--- config.mk ---
export PLATFORM = sky130hd
export DESIGN_NAME = tv_capture_ctrl_flat
export DESIGN_NICKNAME = d
export VERILOG_FILES = /design/src/rtl/tv_capture_ctrl_if.sv /design/src/rtl/tv_capture_ctrl.sv /design/src/flat_wrapper.sv
export SDC_FILE = /design/constraint.sdc
export NUM_CORES = 1
export LEC_CHECK = 0
export BUFFER_PORTS_ARGS = -buffer_cell sky130_fd_sc_hd__buf_2
export CAP_MARGIN = 0
export CORE_MARGIN = 3
export CORE_UTILIZATION = 45
export DETAILED_ROUTE_END_ITERATION = 16
export GPL_TIMING_DRIVEN = 0
export MAX_ROUTING_LAYER = met4
export PLACE_DENSITY_LB_ADDON = 0.12
export SYNTH_ARGS = -nofsm -noshare
export SYNTH_HDL_FRONTEND = slang
export SYNTH_SLANG_ARGS = --single-unit
--- constraint.sdc ---
create_clock -name iCLK_27 -period 5.75 [get_ports iCLK_27]
set_input_delay 0.2875 -clock iCLK_27 [delete_from_list [all_inputs] [get_ports iCLK_27]]
set_output_delay 0.2875 -clock iCLK_27 [all_outputs]
set_load 0.05 [all_outputs]
--- src/rtl/tv_capture_ctrl_if.sv ---
// Decoder-side pixel bus and FIFO write port for tv_capture_ctrl.
// slave = capture controller, master = decoder/FIFO side.
interface tv_capture_ctrl_if;
    logic        iTV_DVAL;
    logic [15:0] iTV_YCbCr;
    logic [9:0]  iTV_X;
    logic [9:0]  iTV_Y;
    logic        iFIFO_FULL;
    logic        oFIFO_WR;
    logic [15:0] oFIFO_DATA;
    logic        oSkip;

    modport slave (
        input  iTV_DVAL, iTV_YCbCr, iTV_X, iTV_Y, iFIFO_FULL,
        output oFIFO_WR, oFIFO_DATA, oSkip
    );

    modport master (
        output iTV_DVAL, iTV_YCbCr, iTV_X, iTV_Y, iFIFO_FULL,
        input  oFIFO_WR, oFIFO_DATA, oSkip
    );
endinterface

--- src/rtl/tv_capture_ctrl.sv ---
// Field-synchronous capture sequencer between the ITU-656 decoder and the frame-store FIFO.
// Optional 2:1 horizontal decimation when TV_CAPTURE_DECIM_EN is defined.
module tv_capture_ctrl #(
    parameter int unsigned H_START = 0,
    parameter int unsigned H_END   = 720,
    parameter int unsigned V_START = 1,
    parameter int unsigned V_END   = 241,
    parameter int unsigned FIELDS  = 2
) (
    input  logic                iCLK_27,
    input  logic                iRST_N,
    tv_capture_ctrl_if.slave    tv,
    input  logic                iCapture,
    input  logic                iStop,
    input  logic                iMode,
    input  logic                iClear,
    output logic                oBusy,
    output logic                oFrame_Done,
    output logic                oOverflow,
    output logic [19:0]         oPix_Cnt
);

    localparam logic [9:0] HStart    = 10'(H_START);
    localparam logic [9:0] HSpan     = 10'(H_END - H_START);
    localparam logic [9:0] VStart    = 10'(V_START);
    localparam logic [9:0] VSpan     = 10'(V_END - V_START);
    localparam logic [1:0] LastField = 2'(FIELDS - 1);

    typedef enum logic [1:0] {StIdle, StArm, StCapture} state_e;

    state_e      state_q, state_d;
    logic [1:0]  fc_q, fc_d;
    logic [19:0] pix_q, pix_d;
    logic [9:0]  y_q;
    logic        done_q, done_d;
    logic        ovf_q, ovf_d;
    logic        wr_q, wr_d;
    logic [15:0] data_q, data_d;
    logic        skip_q, skip_d;
    logic        fb, x_in, y_in, hit;

    assign fb = (y_q != 10'd0) && (tv.iTV_Y == 10'd0);

    // Offset-and-span range checks: unsigned wrap makes below-start values large.
    assign x_in = (10'(tv.iTV_X - HStart) < HSpan);
    assign y_in = (10'(tv.iTV_Y - VStart) < VSpan);

`ifdef TV_CAPTURE_DECIM_EN
    assign hit = (state_q == StCapture) && tv.iTV_DVAL && x_in && y_in && !tv.iTV_X[0];
`else
    assign hit = (state_q == StCapture) && tv.iTV_DVAL && x_in && y_in;
`endif

    always_comb begin
        state_d = state_q;
        fc_d    = fc_q;
        pix_d   = pix_q;
        done_d  = 1'b0;
        ovf_d   = ovf_q;
        wr_d    = 1'b0;
        data_d  = data_q;

        if (hit && !tv.iFIFO_FULL) begin
            wr_d   = 1'b1;
            data_d = tv.iTV_YCbCr;
            if (pix_q != '1) pix_d = pix_q + 20'd1;
        end

        if (iClear) ovf_d = 1'b0;
        if (hit && tv.iFIFO_FULL) ovf_d = 1'b1;

        if (iStop) begin
            state_d = StIdle;
        end else begin
            unique case (state_q)
                StIdle: begin
                    if (iCapture) begin
                        state_d = StArm;
                        pix_d   = '0;
                        fc_d    = '0;
                    end
                end
                StArm: begin
                    if (fb) begin
                        state_d = StCapture;
                        fc_d    = '0;
                    end
                end
                StCapture: begin
                    if (fb) begin
                        if (fc_q == LastField) begin
                            done_d = 1'b1;
                            fc_d   = '0;
                            if (iMode) pix_d = '0;
                            else       state_d = StIdle;
                        end else begin
                            fc_d = fc_q + 2'd1;
                        end
                    end
                end
                default: state_d = StIdle;
            endcase
        end

        // ARM keeps strobes enabled so the first captured field starts cleanly.
        skip_d = !((state_d == StArm) || (state_d == StCapture));
    end

    always_ff @(posedge iCLK_27 or negedge iRST_N) begin
        if (!iRST_N) begin
            state_q <= StIdle;
            fc_q    <= '0;
            pix_q   <= '0;
            y_q     <= '0;
            done_q  <= 1'b0;
            ovf_q   <= 1'b0;
            wr_q    <= 1'b0;
            data_q  <= '0;
            skip_q  <= 1'b1;
        end else begin
            state_q <= state_d;
            fc_q    <= fc_d;
            pix_q   <= pix_d;
            y_q     <= tv.iTV_Y;
            done_q  <= done_d;
            ovf_q   <= ovf_d;
            wr_q    <= wr_d;
            data_q  <= data_d;
            skip_q  <= skip_d;
        end
    end

    assign tv.oFIFO_WR   = wr_q;
    assign tv.oFIFO_DATA = data_q;
    assign tv.oSkip      = skip_q;
    assign oBusy         = (state_q != StIdle);
    assign oFrame_Done   = done_q;
    assign oOverflow     = ovf_q;
    assign oPix_Cnt      = pix_q;

endmodule
--- src/flat_wrapper.sv ---
// flat-port wrapper written by rule: the top's interface ports become plain ports
module tv_capture_ctrl_flat 
#(
    parameter int unsigned H_START = 0,
    parameter int unsigned H_END   = 720,
    parameter int unsigned V_START = 1,
    parameter int unsigned V_END   = 241,
    parameter int unsigned FIELDS  = 2
)
  (iCLK_27, iRST_N, iCapture, iStop, iMode, iClear, oBusy, oFrame_Done, oOverflow, oPix_Cnt, tv_iTV_DVAL, tv_iTV_YCbCr, tv_iTV_X, tv_iTV_Y, tv_iFIFO_FULL, tv_oFIFO_WR, tv_oFIFO_DATA, tv_oSkip);
  tv_capture_ctrl_if tv_i ();
  input  logic iCLK_27;
  input  logic iRST_N;
  input  logic iCapture;
  input  logic iStop;
  input  logic iMode;
  input  logic iClear;
  output logic oBusy;
  output logic oFrame_Done;
  output logic oOverflow;
  output logic [19:0] oPix_Cnt;
  input wire logic [$bits(tv_i.iTV_DVAL)-1:0] tv_iTV_DVAL;
  input wire logic [$bits(tv_i.iTV_YCbCr)-1:0] tv_iTV_YCbCr;
  input wire logic [$bits(tv_i.iTV_X)-1:0] tv_iTV_X;
  input wire logic [$bits(tv_i.iTV_Y)-1:0] tv_iTV_Y;
  input wire logic [$bits(tv_i.iFIFO_FULL)-1:0] tv_iFIFO_FULL;
  output wire logic [$bits(tv_i.oFIFO_WR)-1:0] tv_oFIFO_WR;
  output wire logic [$bits(tv_i.oFIFO_DATA)-1:0] tv_oFIFO_DATA;
  output wire logic [$bits(tv_i.oSkip)-1:0] tv_oSkip;
  assign tv_i.iTV_DVAL = tv_iTV_DVAL;
  assign tv_i.iTV_YCbCr = tv_iTV_YCbCr;
  assign tv_i.iTV_X = tv_iTV_X;
  assign tv_i.iTV_Y = tv_iTV_Y;
  assign tv_i.iFIFO_FULL = tv_iFIFO_FULL;
  assign tv_oFIFO_WR = tv_i.oFIFO_WR;
  assign tv_oFIFO_DATA = tv_i.oFIFO_DATA;
  assign tv_oSkip = tv_i.oSkip;
  tv_capture_ctrl #(.H_START(H_START), .H_END(H_END), .V_START(V_START), .V_END(V_END), .FIELDS(FIELDS)) u_core (.iCLK_27(iCLK_27), .iRST_N(iRST_N), .tv(tv_i), .iCapture(iCapture), .iStop(iStop), .iMode(iMode), .iClear(iClear), .oBusy(oBusy), .oFrame_Done(oFrame_Done), .oOverflow(oOverflow), .oPix_Cnt(oPix_Cnt));
endmodule
== After elaboration in Yosys (flattened, before gate mapping) ==
Index checks and enable logic that the tools add are counted.

* $add $sub $neg: 3
* Order comparisons: 2
* Eq/ne operators: 9
* Mux-type cells: 27
* Bitwise gates (word level): 1
* Reduce and logical (&&, ||, !) cells: 16

{| class="wikitable"
|+ Operators with widths
! kind !! count
|-
| 20-bit two-way mux || 7
|-
| 20-bit case mux with 2 select lines || 1
|-
| 20-bit by 1-bit adder with 20-bit output, second input constant || 1
|-
| 2-bit two-way mux || 10
|-
| 20-bit != test, second input constant || 1
|-
| 2-bit case mux with 3 select lines || 2
|-
| 10-bit zero test || 1
|-
| 10-bit less-than comparator, second input constant || 1
|-
| 10-bit by 8-bit less-than comparator with 1-bit output, second input constant || 1
|-
| 10-bit nonzero test || 1
|-
| 10-bit by 1-bit subtractor with 10-bit output, second input constant || 1
|-
| 1-bit two-way mux || 7
|-
| 2-bit by 1-bit == test with 1-bit output, second input constant || 3
|-
| 1-bit logical AND || 6
|-
| 5-bit AND reduction || 1
|-
| 2-bit == test, second input constant || 2
|-
| 2-bit by 1-bit != test with 1-bit output, second input constant || 2
|-
| 2-bit nonzero test || 2
|-
| 3-bit nonzero test || 1
|-
| 2-bit by 1-bit adder with 2-bit output, second input constant || 1
|-
| 1-bit zero test || 2
|-
| 2-bit zero test || 1
|-
| 2-bit != test, second input constant || 1
|-
| 1-bit logical OR || 1
|-
| 1-bit NOT || 1
|}

* Register bits: 54
* Bits of input ports: 44
* Output and inout port bits: 41
* Word-level logic and storage cells: 67

== Longest topological paths before layout ==
Gate-level depths: netlist of run 1.

* Depth in word-level cells: 11
* Mapped depth: 9
* Depth with buffers taken out: 6

== Least setup slack after synthesis of run 1 ==
Ideal clock, no wire load.

* Path type: register to register
* From: reg u_core.pix_q[5] (netlist: u_core.oPix_Cnt[5])
* To: reg u_core.pix_q[1] (netlist: u_core.oPix_Cnt[1])
* Arrival: 2,444 ps
* Required time: 5,673 ps
* Slack: 3,228 ps
* Cell stages (with the launch flop): 8
* Path through: dfrtp_1 -> nand4_1 -> or4_4 -> nor3_1 -> clkbuf_1 -> buf_4 -> o21ai_0 -> a21oi_1

* Word-level cells in the longest chain between the ends: 8
* Elaborated cells on any way between the ends: 9

{| class="wikitable"
|+ Ends and longest elaborated chain
! item !! RTL line !! text
|-
| start, declared || tv_capture_ctrl.sv:33 || <nowiki>logic [19:0] pix_q, pix_d;</nowiki>
|-
| start signal, assigned || tv_capture_ctrl.sv:123 || <nowiki>pix_q <= pix_d;</nowiki>
|-
| 20-bit != test (*) || tv_capture_ctrl.sv:66 || <nowiki>if (pix_q != '1) pix_d = pix_q + 20'd1;</nowiki>
|-
| 20-bit two-way mux (*) || tv_capture_ctrl.sv:66 ||
|-
| 20-bit two-way mux (*) || tv_capture_ctrl.sv:63 || <nowiki>if (hit && !tv.iFIFO_FULL) begin</nowiki>
|-
| 20-bit two-way mux || tv_capture_ctrl.sv:94 || <nowiki>if (iMode) pix_d = '0;</nowiki>
|-
| 20-bit two-way mux || tv_capture_ctrl.sv:91 || <nowiki>if (fc_q == LastField) begin</nowiki>
|-
| 20-bit two-way mux || tv_capture_ctrl.sv:90 || <nowiki>if (fb) begin</nowiki>
|-
| 20-bit case mux with 2 select lines || tv_capture_ctrl.sv:75 || <nowiki>unique case (state_q)</nowiki>
|-
| 20-bit two-way mux (*) || tv_capture_ctrl.sv:72 || <nowiki>if (iStop) begin</nowiki>
|-
| net u_core.pix_d[1] || tv_capture_ctrl.sv:33 ||
|}

The timed path passes the listed nets; every way through them passes the cells marked *.
A chain may end at the register's enable or synchronous reset.

== Worst setup path after layout of run 1 ==
* From: reg u_core.pix_q[5] (netlist: u_core.oPix_Cnt[5])
* To: reg u_core.pix_q[0] (netlist: u_core.oPix_Cnt[0])

The elaborated chain is that of the path after synthesis.

==> results of run 1 <==
==> logic make-up after synthesis <==
| family | Yosys count |
|---|---|
| fa+ha+maj | 1 |
| flops | 54 |
| buf+inv | 24 |
| simple gates | 138 |
| compound gates | 50 |
==> routing by layer <==
metal	up-vias	global-route usage (%)	routed length [um]
li1	1144	-	-
met4	0	5.574	54
met3	6	3.027	302
met1	1085	26.02	2642
met2	63	30.96	2874
met5	-	-	0
==> flip-flops by register name (all words and copies together), names as in the netlist <==
signal	flops
u_core.tv.oSkip	1
u_core.oOverflow	1
u_core.fc_q	2
u_core.tv.oFIFO_DATA	16
u_core.tv.oFIFO_WR	1
u_core.y_q	10
u_core.oPix_Cnt	20
u_core.oFrame_Done	1
u_core.state_q	2
==> power by group through the flow <==
| stage | Combinational (uW) | Clock [uW] | Sequential (uW) |
|---|---|---|---|
| 2_1_floorplan | 11.3 | 0 | 401 |
| 3_3_place_gp | 44.5 | 0 | 395 |
| 3_5_place_dp | 45.0 | 0 | 395 |
| 4_1_cts | 45.1 | 224 | 387 |
| 5_1_grt | 49.2 | 242 | 388 |
| 6_report | 44.2 | 216 | 387 |
==> cell type report <==
cell class / count / area [um2] / share of cell area (%)
Clock inverter: 2 / 12.51 / 0.4052
Sequential cell: 54 / 1353 / 43.80
Multi-Input combinational cell: 189 / 1044 / 33.79
Timing Repair Buffer: 80 / 400.4 / 12.97
Inverter: 11 / 41.29 / 1.337
Buffer: 13 / 67.56 / 2.188
Clock buffer: 6 / 82.58 / 2.674
Tap cell: 70 / 87.58 / 2.836
==> worst reg2reg max path, stage by stage (launching register included) <==
cell	delay [ps]
dfrtp_1	460
nand4_1	200
or4_4	600
nor3_1	460
clkbuf_1	360
buf_4	250
o21ai_0	100
a21oi_1	160
==> path summary, 6_finish.rpt <==
check / start / end / slack [ps]
max in group asynchronous: iRST_N / u_core.oPix_Cnt[19] / 4810
worst max register to register: u_core.oPix_Cnt[5] / u_core.oPix_Cnt[0] / 3100
worst min register to register: u_core.tv.oFIFO_DATA[8] / u_core.tv.oFIFO_DATA[8] / 480
worst max-delay path: u_core.oPix_Cnt[5] / u_core.oPix_Cnt[0] / 3100
min in group asynchronous: iRST_N / u_core.oPix_Cnt[11] / 220
worst min-delay path: tv_iTV_Y[0] / u_core.y_q[0] / 100
==> synth_stat cells (2+ instances only) <==
master,n,area (um2)
o21ai_0,8,40.04
buf_2,5,25.02
and2_1,2,12.51
o41ai_1,3,26.28
a21oi_1,18,90.09
or4b_1,2,20.02
o31ai_1,13,97.59
nand4_1,8,50.05
nor3_1,11,55.05
buf_4,3,22.52
and3_1,3,18.77
nand2_1,61,229.0
a31oi_1,4,25.02
nor4_1,6,37.54
or4_4,3,33.78
or4_1,12,90.09
nor2_1,10,37.54
dfrtp_1,53,1326
inv_1,11,41.29
clkbuf_1,4,15.01
nand3_1,12,60.06
and4_1,2,17.52
==> metrics by stage <==
step / hold WS [ps] / total power [uW] / area (um2) / util [%]
detailed placement: 413.0 / 439.9 / 2993 / 57.14
floorplan: -8.091 / 412.6 / 2505 / -
finish: 103.3 / 647.7 / 3088 / 58.96
global placement: 410.7 / 439.2 / 2993 / 57.14
CTS: 95.24 / 656.5 / 3088 / 58.96
global route: 89.23 / 678.6 / 3088 / 58.96
==> metrics.csv, run 1 <==
stage;metric;value;unit
clock_tree;Num CTS Buffers;5;
setup_path;worst-path fanout max;10;
yosys;Synth Area in Compound Gates;12.64;%
yosys;sequential fraction of the synthesis area;54.00;%
drt;DRT Wirelength;5.873;mm
drt;Vias;2298;
clock_tree;CTS Hold Bufs;0;
setup_path;Setup crit end kind;flop;
clock_tree;H-Tree Level Count;2;
job;max cap viols;0;
yosys;main combinational cell family by area after synthesis;simple AND/OR/NAND/NOR gates;
floorplanning;Starting Density;47.83;%
timing;period utilization;46.12;%
power;P_leak;0.001516;uW
cells_and_area;area grow syn2layout;23.28;%
floorplanning;DIE HEIGHT;80.61;um
drt;Remaining DRCs;0;
floorplanning;Die ar.;6498;um2
drt;DRT Pass-1 Iters;4;
power;Switch Pwr;149.8;uW
placed_design;Post-Place Worst Slack;3051;ps
global_routing;global-route wire length before repair;9.749;mm
cells_and_area;ant diodes;0;
placed_design;Post-DP HPWL;4.332;mm
cells_and_area;most frequent cells in the layout;85 x buf_2, 61 x nand2_1, 53 x dfrtp_1;
setup_path;crit-path cells;nand4_1, or4_4, nor3_1, clkbuf_1, buf_4, o21ai_0, a21oi_1;
placed_design;GP Congestion;0.8579;
clock_tree;Worst-Skew Late Latency;300;ps
power;total internal power;497.9;uW
timing;TNS Setup;0;ps
setup_path;CP required;5980;ps
cells_and_area;Layout Cells excl Fill;425;
setup_path;Buf/Inv on CP;2;
yosys;XOR/XNOR share of the synthesized area;0;%
timing;Final Hold Viols;0;
yosys;Avg Synthesized Cell Area;9.382;um2
clock_tree;Setup Fix Bufs, Post-CTS;0;
global_routing;largest net degree at the start of global routing;55;
timing;Period minus WS final;2652;ps
setup_path;Worst Path Arrival;2880;ps
drt;Routed Antenna Nets;0;
power;pwr dens;209.7;nW/um2
yosys;#FFs+latches synth;54;
cells_and_area;Final #Nets;399;
placed_design;Buffers on Ports;80;
floorplanning;io pins;85;
yosys;Post-synth EDFFs;0;
power;Sw Ratio;23.13;%
yosys;post-synthesis adder-cell area fraction;0.4995;%
timing;final setup fails;0;
clock_tree;clock sinks;54;
clock_tree;CTS Buffer Depth;2;
timing;f_max;0.3771;GHz
global_routing;initial antenna violation count;0;
yosys;ys async rst share;100.0;%
clock_tree;post-CTS sizing;0;
placed_design;# placed instances;417;
clock_tree;CTS tree;done;
timing;Clock Skews;9.526;ps
floorplanning;chip width;80.61;um
floorplanning;core area;5238;um2
cells_and_area;share of layout cells above drive strength 1;29.01;%
floorplanning;# rows;26;
power;power share of the clock group;33.4;%
power;Peak VDD IR;0.0001107;V
yosys;post-synthesis cell type count;35;
timing;Slew headroom;21.46;%
yosys;mux cell area share after synthesis;0;%
clock_tree;Clock transition at path regs;100;ps
setup_path;CP max stage cell;or4_4;
drt;Vias/cell;5.407;
timing;RSZ-0062 raised after global routing;no;
yosys;Synth warnings;0;
setup_path;max incr delay on CP;600;ps
yosys;predominant post-synthesis flop cell;dfrtp_1;
timing;final worst slack;3098;ps
cells_and_area;most common cell after layout, fill and taps aside;buf_2;
yosys;post-synth net total;312;
setup_path;critical path class;flop to flop;
setup_path;cell family with most CP delay;simple AND/OR/NAND/NOR gates;
setup_path;reg2reg path depth;7;
power;Combinational Power Share;6.8;%
power;register share of total power;59.8;%
drt;Iteration-0 DRC Markers;163;
clock_tree;root buffer cell;clkbuf_8;
timing;Final Max Slew Viols;0;
global_routing;Overall Global Routing Usage;19.50;%
global_routing;overflow left after global routing;0;
setup_path;Startpoint Class;flop;
outcome;status;completed;
setup_path;CP Depth;7;
min_path;hold path depth;1;
yosys;Simple-Gate Fraction of Synth Area;28.52;%
min_path;hold crit path type;input port to flop;
timing;worst slew pin tran;1178;ps
drt;routed len/inst;13.82;um
global_routing;vias in the first global route;2085;
yosys;cell area after synthesis;2505;um2
cells_and_area;fillers;490;
yosys;cells after synthesis;267;
(Power assumes the default switching activity.)
==> run 2: changes to the inputs <==
Settings changed: ABC_AREA set to 1.
Clock period 5.75 ns to 2.7 ns, I/O delays scaled along.
==> run 2 against run 1 <==
Effect of this change: combinational power rose to 2.9 times the previous value; clock skew down 2.0 ps; first-iteration DRC count down 34%; worst setup slack worse by 2500 ps; clock power up 150%; synthesized cell count up 44%; global-route usage up 2.3 points; non-clock buffer count up 6.
==> metrics.csv, run 2 <==
stage;metric;value;unit;change
timing;Slew headroom;20.79;%;-0.68 points
clock_tree;Clock transition at path regs;90;ps;about the same
yosys;predominant post-synthesis flop cell;dfrtp_1;;
drt;Remaining DRCs;0;;unchanged
outcome;status;completed;;
floorplanning;DIE HEIGHT;85.95;um;+6.6%
setup_path;Worst Path Arrival;2340;ps;-540 ps
drt;routed len/inst;12.70;um;-8.1%
global_routing;largest net degree at the start of global routing;55;;unchanged
timing;f_max;0.4760;GHz;+26%
clock_tree;root buffer cell;clkbuf_8;;
placed_design;Buffers on Ports;80;;unchanged
yosys;post-synthesis cell type count;30;;-14%
cells_and_area;most common cell after layout, fill and taps aside;nand2_1;;
yosys;most common cell in the netlist;nand2_1;;
global_routing;overflow left after global routing;0;;unchanged
job;max cap viols;0;;unchanged
drt;Iteration-0 DRC Markers;107;;-34%
yosys;Avg Synthesized Cell Area;7.491;um2;-20%
clock_tree;CTS Buffer Depth;2;;unchanged
clock_tree;CTS tree;done;;
cells_and_area;share of layout cells above drive strength 1;24.84;%;-4.2 points
floorplanning;Die ar.;7387;um2;+14%
yosys;ys async rst share;100.0;%;unchanged
yosys;Synth warnings;0;;unchanged
yosys;#FFs+latches synth;54;;unchanged
yosys;Synth area leaders;dfrtp_1 46%, nand2_1 16%, nor2_1 7.3%;;
timing;Clock Skews;7.482;ps;-2.044 ps
cells_and_area;ant diodes;0;;unchanged
global_routing;vias in the first global route;2818;;+35%
power;register share of total power;55.4;%;-4.4 points
drt;Vias;2763;;+20%
global_routing;initial antenna violation count;0;;unchanged
global_routing;global routing met3 resource utilization;4.131;%;+1.1 points
power;Combinational Power Share;8.7;%;+1.9 points
floorplanning;core area;6061;um2;+16%
timing;TNS Setup;0;ps;unchanged
power;total internal power;1147;uW;+130%
yosys;synth cell count leaders;119 x nand2_1, 56 x nor2_1, 53 x dfrtp_1;;
global_routing;GRT Max-Usage Layer;met2;;
power;P_leak;0.001949;uW;+29%
setup_path;CP required;2940;ps;-3040 ps
yosys;cell area after synthesis;2877;um2;+15%
timing;Final Max Slew Viols;0;;unchanged
power;power share of the clock group;36.0;%;+2.6 points
global_routing;Overall Global Routing Usage;21.82;%;+2.3 points
global_routing;grt met2 use;35.32;%;+4.4 points
min_path;hold crit path type;input port to flop;;
cells_and_area;max reg flops;20;;unchanged
clock_tree;post-CTS sizing;0;;unchanged
timing;Final Hold Viols;0;;unchanged
placed_design;GP Congestion;0.9418;;+9.8%
placed_design;Post-DP HPWL;5.207;mm;+20%
yosys;cells after synthesis;384;;+44%
yosys;cell accounting for the most synthesized area;dfrtp_1;;
timing;period utilization;77.81;%;+32 points
yosys;share of the synthesized area in the top cell type;46.11;%;-6.8 points
power;Peak VDD IR;0.0002677;V;+140%
cells_and_area;Final #Nets;527;;+32%
setup_path;worst-path fanout max;10;;unchanged
cells_and_area;area grow syn2layout;24.84;%;
clock_tree;Setup Fix Bufs, Post-CTS;0;;unchanged
drt;DRT Wirelength;7.085;mm;+21%
power;Switch Pwr;343.6;uW;+130%
clock_tree;clock sinks;54;;unchanged
power;pwr dens;415.1;nW/um2;+98%
power;Power Total;1491;uW;+130%
yosys;sequential fraction of the synthesis area;47.02;%;-7.0 points
floorplanning;# rows;28;;+7.7%
drt;Routed Antenna Nets;0;;unchanged
floorplanning;io pins;85;;unchanged
setup_path;Startpoint Class;flop;;
yosys;Post-synth EDFFs;0;;unchanged
yosys;post-synth net total;429;;+38%
clock_tree;H-Tree Level Count;2;;unchanged
timing;Period minus WS final;2101;ps;-550.9 ps
global_routing;global-route wire length before repair;12.66;mm;+30%
floorplanning;chip width;85.95;um;+6.6%
cells_and_area;most frequent cells in the layout;119 x nand2_1, 83 x buf_2, 56 x nor2_1;;
timing;final setup fails;0;;unchanged
timing;RSZ-0062 raised after global routing;no;;
clock_tree;Num CTS Buffers;5;;unchanged
floorplanning;Starting Density;47.46;%;-0.37 points
power;Sw Ratio;23.05;%;-0.079 points
global_routing;GRT met1 Usage;27.53;%;+1.5 points
clock_tree;Worst-Skew Late Latency;310;ps;about the same
setup_path;critical path class;flop to flop;;
drt;Vias/cell;4.952;;-8.4%
drt;DRT Pass-1 Iters;4;;unchanged
setup_path;Setup crit end kind;flop;;
timing;worst slew pin tran;1188;ps;+10.16 ps
[run 2: cell types whose count changed in the layout (fill, tap and decap cells not counted), moves of 7 or more]
cell / before / now
nand2_1: 61 / 119
or4_1: 12 / 0
nand3_1: 12 / 26
dlygate4sd3_1: 0 / 11
xor2_1: 0 / 7
o31ai_1: 13 / 0
inv_1: 11 / 41
inv_2: 0 / 8
nor2_1: 10 / 56
a21oi_1: 18 / 6
[run 2: cell families after synthesis]
family	synth area share (%)
fa+ha+maj	0.4349
xor+xnor	3.349
compound gates	4.742
flops	47.02
simple gates	35.97
buf+inv	8.482
[run 2: critical path, cell delays in order, from the launching register on]
cell and delay, ps:
dfrtp_1 440, ha_1 240, nand2_1 90, nor2_1 360, nand4_1 140, nor2_1 210
inv_1 80, buf_2 190, nand3_1 90, o21ai_0 80, nor2_1 100
[run 2: path summary, 6_finish.rpt]
path | startpoint | endpoint | slack [ps] | cells past startpoint
worst max-delay path | u_core.oPix_Cnt[0] | u_core.oPix_Cnt[7] | 600 | 10
worst min-delay path | iStop | u_core.oFrame_Done | 20 | 2
worst max register to register | u_core.oPix_Cnt[0] | u_core.oPix_Cnt[7] | 600 | 10
worst min register to register | u_core.tv.oFIFO_DATA[15] | u_core.tv.oFIFO_DATA[15] | 470 | 2
max in group asynchronous | iRST_N | u_core.oPix_Cnt[10] | 1910 | 1
min in group asynchronous | iRST_N | u_core.y_q[3] | 70 | 1
[run 2: cell type report]
type | instances | area, um2
Timing Repair Buffer | 91 | 510.5
Inverter | 49 | 183.9
Fill cell | 559 | 2470
Clock inverter | 2 | 37.54
Buffer | 8 | 60.06
Clock buffer | 6 | 72.57
Sequential cell | 54 | 1353
Tap cell | 75 | 93.84
Multi-Input combinational cell | 273 | 1280
[run 2: what timing repair did]
item                       4_1_cts  5_1_grt
hold buffers                    11        0
setup endpoints to repair        0        0
hold endpoints to repair        11        0
[run 2: power groups by stage]
stage | clock network, uW | registers [uW] | logic [uW]
2_1_floorplan | 0 | 846 | 49.4
3_3_place_gp | 0 | 841 | 114
3_5_place_dp | 0 | 842 | 117
4_1_cts | 554 | 826 | 129
5_1_grt | 587 | 827 | 147
6_report | 536 | 825 | 129
[run 2: metal layers]
layer / routed length [um] / part of all wire [%] / vias to the layer above
met1: 3172 / 45 / 1267
li1: - / - / 1393
met5: 0 / 0 / -
met4: 87 / 1.2 / 0
met2: 3366 / 48 / 95
met3: 458 / 6.5 / 8
[run 2: metrics by stage]
step	worst slack, ps	cells	hold WS [ps]	utilization [%]	area (um2)
floorplan	652.9	384	-160.6	-	2877
global placement	678.2	539	267.2	55.62	3371
detailed placement	640.0	539	268.9	55.62	3371
CTS	611.7	558	5.700	59.25	3591
global route	281.8	558	27.51	59.25	3591
finish	599.1	558	16.28	59.25	3591
